$ cat src/rtl/core_result_collector.sv
// Per-core result buffer: push is seen on host_valid 1 cycle later; the head is shown with 0-cycle read latency.
// The core cannot be stalled, so a push while full is dropped unless a pop happens in the same cycle.
module core_result_collector #(
    parameter int CORE       = 0,
    parameter int DATA_WIDTH = 32,
    parameter int DEPTH_BITS = 3,
    parameter int CNT_WIDTH  = 16
) (
    input  logic                  clock,
    input  logic                  reset,
    input  logic                  clear,
    input  logic                  core_valid,
    input  logic [1:0]            core_tag,
    input  logic [DATA_WIDTH-1:0] core_data,
    output logic                  host_valid,
    output logic [1:0]            host_tag,
    output logic [DATA_WIDTH-1:0] host_data,
    input  logic                  host_ready,
    output logic [DEPTH_BITS:0]   fill_level,
    output logic [CNT_WIDTH-1:0]  accepted_count,
    output logic [CNT_WIDTH-1:0]  dropped_count,
    output logic                  overflow,
    input  logic                  report
);
    localparam int DEPTH = 1 << DEPTH_BITS;
    localparam logic [DEPTH_BITS:0] FULL = (DEPTH_BITS + 1)'(DEPTH);

    typedef struct packed {
        logic [1:0]            tag;
        logic [DATA_WIDTH-1:0] dat;
    } entry_t;

    entry_t                mem [DEPTH];
    logic [DEPTH_BITS-1:0] wr_ptr;
    logic [DEPTH_BITS-1:0] rd_ptr;
    logic                  pop;
    logic                  push;
    logic                  drop;
    logic                  flush;

    // report only drives the simulation-side counter display; CORE labels that display.
    logic unused_report;
    assign unused_report = report ^ (CORE != 0);

    assign flush      = reset | clear;
    assign host_valid = (fill_level != '0);
    assign host_tag   = mem[rd_ptr].tag;
    assign host_data  = mem[rd_ptr].dat;
    assign pop        = host_valid & host_ready;
    assign push       = core_valid & ((fill_level != FULL) | pop);
    assign drop       = core_valid & ~push;

    // Storage is deliberately left out of reset; fill_level alone says what is valid.
    always_ff @(posedge clock) begin
        if (!flush && push) begin
            mem[wr_ptr] <= '{tag: core_tag, dat: core_data};
        end
    end

    always_ff @(posedge clock) begin
        if (flush) begin
            wr_ptr         <= '0;
            rd_ptr         <= '0;
            fill_level     <= '0;
            accepted_count <= '0;
            dropped_count  <= '0;
            overflow       <= 1'b0;
        end else begin
            if (push) begin
                wr_ptr <= wr_ptr + 1'b1;
                if (accepted_count != '1) begin
                    accepted_count <= accepted_count + 1'b1;
                end
            end
            if (pop) begin
                rd_ptr <= rd_ptr + 1'b1;
            end
            if (drop) begin
                overflow <= 1'b1;
                if (dropped_count != '1) begin
                    dropped_count <= dropped_count + 1'b1;
                end
            end
            case ({push, pop})
                2'b10:   fill_level <= fill_level + 1'b1;
                2'b01:   fill_level <= fill_level - 1'b1;
                default: fill_level <= fill_level;
            endcase
        end
    end
endmodule

$ cat config.mk
export PLATFORM = sky130hd
export DESIGN_NAME = core_result_collector
export DESIGN_NICKNAME = d
export VERILOG_FILES = /design/src/rtl/core_result_collector.sv
export SDC_FILE = /design/constraint.sdc
export NUM_CORES = 1
export LEC_CHECK = 0
export CAP_MARGIN = 20
export CORE_AREA = 2 2 134 267
export CTS_CLUSTER_SIZE = 30
export DETAILED_ROUTE_END_ITERATION = 16
export DIE_AREA = 0 0 136 269
export DONT_BUFFER_PORTS = 1
export REMOVE_ABC_BUFFERS = 1
export SLEW_MARGIN = 20
export SYNTH_ARGS = -nofsm -noshare
export SYNTH_HDL_FRONTEND = slang
export SYNTH_SLANG_ARGS = --single-unit
$ cat constraint.sdc
create_clock -name clock -period 10.1 [get_ports clock]
set_clock_uncertainty 0.15 [all_clocks]
set_input_delay 2.02 -clock clock [delete_from_list [all_inputs] [get_ports clock]]
set_output_delay 2.02 -clock clock [all_outputs]
set_load 0.02 [all_outputs]
==> results_dict.tcl <==
set metrics [dict create \
    status "complete, no violations" \
    clock.fmax_mhz 191.9 \
    grt_pass1_vias 6695 \
    postRouteWirelength_um 25250 \
    root_buffer "clkbuf_16" \
    drt_iter0_markers 248 \
    drc 0 \
    crit_family "multiplexers" \
    timing.rr.end "mem[0][14]" \
    critical_path_class "reg2out" \
    path_cells "buf_4, mux4_2, mux2_2" \
    synthesis.area_mm2 0.01263 \
    startpoint_type "flip-flop" \
    cp_max_fo 38 \
    synth_edf_count 272 \
    cts_buffers 29 \
    hold_path_class "reg2reg" \
    stdcell_count 1164 \
    grt_pass1_wl_um 39100 \
    ys_types 48 \
    setup_violations 0 \
    yosys.area.top_type "edfxtp_1" \
    dieArea_mm2 0.03658 \
    synthArstFlopShare_pct 0 \
    cts-resized-gates 0 \
    placementRows 97 \
    power_w 0.002534 \
    end_kind "primary output" \
    gr-usage-met1_pct 16.49 \
    slowest_delay_ns 0.76 \
    finalMaxSlewViolations 0 \
    syn_area_per_cell_um2 18.33 \
    wl_per_cell_um 21.70 \
    placed_area_mm2 0.01319 \
    reg2reg_from "fill_level[1]" \
    fin_setup_tns_ns 0 \
    grtUsageMet2_pct 24.92 \
    grtUsageTotal_pct 14.05 \
    drive_gt1_share_pct 24.20 \
    finalHoldViolCount 0 \
    clock_path_buffers 3 \
    rsz0062_at_grt "no" \
    start_util_pct 36.39 \
    antenna_found_initial 0 \
    cts_tree "done" \
    die_w_um 136 \
    synth_seq_area_share_pct 71.96 \
    nNetsFinal 743 \
    busiest_layer "met2" \
    synth-main-ff-cell "edfxtp_1" \
    path_buf_inv 1 \
    reg2reg_slack_ns 7.09 \
    period_minus_slack_ns 5.212 \
    placed_cells 1110 \
    arrival_ns 3.04 \
    clkSinkCount 318 \
    post-route-period-util_pct 51.60 \
    clk-insertion-delay-late_ns 0.56 \
    clk_pin_slew_worst_paths_ns 0.06 \
    ys_warn_count 0 \
    grt_overflow 0 \
    reg2reg_depth 5 \
    area_growth_pct 11.64 \
    synthTopCellsByCount "edfxtp_1 (272), mux4_2 (68), dfxtp_1 (46)" \
    cts_hold_buf 0 \
    avgViaCountPerCell 5.478 \
    die_h_um 269 \
    core_area_mm2 0.03471 \
    antenna_cells 0 \
    place.gp.congestion 0.7930 \
    synthCells 689 \
    synth_top_area_share_pct 64.67 \
    place_ws_ns 5.342 \
    grt_max_degree 69 \
    htree_levels 1 \
    io_pins 112 \
    path_depth 3 \
    max-slew-margin-rel_pct 28.05 \
    cellLeakagePower_nw 4.155 \
    power_density_mw_per_mm2 179.7 \
    ant_nets 0 \
    ys_seq_elements 318 \
    synthTopCellsByArea "edfxtp_1 (65%), mux4_2 (12%), dfxtp_1 (7.3%)" \
    io_buffers 0 \
    worst_slew_pin_slew_ns 1.079 \
    final_area_mm2 0.01410 \
    via_count 6376 \
    yosys.cell_count.top_type "edfxtp_1" \
    fin_ws_ns 4.888 \
    cp_slowest_cell "dfxtp_4" \
    peakVddDrop_mv 0.1665 \
    met3_usage_pct 3.854 \
    place_hpwl_um 13680 \
    crit_required_ns 7.93 \
    critPathCapture "host_data[20]" \
    maxCapViolCount 0 \
    dr.pass1.iters 4 \
    cts_setup_buffers 0 \
]
## worst min path at each step
| stage | from | cells past startpoint | end |
|---|---|---|---|
| floorplan | rd_ptr[1] | 2 | flip-flop |
| global placement | rd_ptr[1] | 2 | flip-flop |
| detailed placement | rd_ptr[1] | 2 | flip-flop |
| CTS | rd_ptr[1] | 2 | flip-flop |
| global route | rd_ptr[1] | 2 | flip-flop |
| finish | rd_ptr[1] | 2 | flip-flop |
## state kept, by name (all words and copies together) (netlist names), named ones only
register and cells:
overflow 1, accepted_count 16, mem 272, rd_ptr 3, fill_level 4, dropped_count 16
wr_ptr 3
## routing by layer
metal | wire, um | vias to the layer above
li1 | - | 2852
met1 | 9793 | 3324
met2 | 13260 | 167
met3 | 1682 | 33
met4 | 520 | 0
met5 | 0 | -
## metrics by stage
step                      utilization [%]  hold WS (ns)
after floorplan                         -        0.3041
after global placement              38.00        0.3171
after global routing                40.62        0.3726
final                               40.62        0.3396
after CTS                           40.61        0.3447
after detailed placement            38.00        0.3309
## area by class of cell
cell class	count	area, um2
Timing Repair Buffer	11	82.58
Inverter	10	37.54
Clock inverter	19	158.9
Tap cell	445	556.8
Sequential cell	318	9100
Fill cell	3157	20610
Clock buffer	35	748.2
Multi-Input combinational cell	326	3416
## worst reg2reg max path: cells and delay by family, from the launching register on
kind	cells	cell delay (ns)
AO/OA/AOI/OAI	1	0.31
buffers and inverters	1	0.53
flip-flops	1	0.59
AND/OR/NAND/NOR	3	1.05
## cells in the final DEF (no fill, tap or decap), types with 6 or more instances in the layout
cell type / Yosys / layout
a211oi_1: 7 / 7
a21oi_1: 22 / 22
buf_4: 0 / 11
clkbuf_1: 28 / 6
clkbuf_16: 0 / 29
clkinv_1: 0 / 6
clkinv_2: 0 / 6
dfxtp_1: 46 / 43
edfxtp_1: 272 / 272
ha_1: 6 / 6
inv_1: 10 / 10
mux2_2: 34 / 34
mux2i_1: 11 / 11
mux4_2: 68 / 68
nand2_1: 27 / 27
nand3_1: 15 / 15
nor2_1: 20 / 14
nor2_4: 0 / 6
o21ai_0: 7 / 7
o31ai_1: 9 / 9
or3_1: 14 / 14
or4_1: 10 / 10
## where the power goes
| part | total [W] | switching, W | internal, W |
|---|---|---|---|
| sequential | 0.00144 | 0.00000625 | 0.00143 |
| clock | 0.00104 | 0.000464 | 0.000581 |
| combinational | 0.0000525 | 0.0000307 | 0.0000218 |
| total | 0.00253 | 0.000501 | 0.00203 |
## kinds of logic (layout without fill, tap and decap cells)
| family | Yosys count | count (layout) | share of synthesized area [%] |
|---|---|---|---|
| DFF | 318 | 318 | 71.96 |
| and+or+nand+nor | 129 | 129 | 5.587 |
| muxes | 113 | 113 | 16.03 |
| AOI/OAI and AO/OA | 72 | 72 | 3.893 |
| buffers and inverters | 45 | 75 | 1.427 |
| adders and majority gates | 7 | 7 | 0.7529 |
| xor gates and xnor gates | 5 | 5 | 0.3467 |
Power figures use the tool's default switching activity.
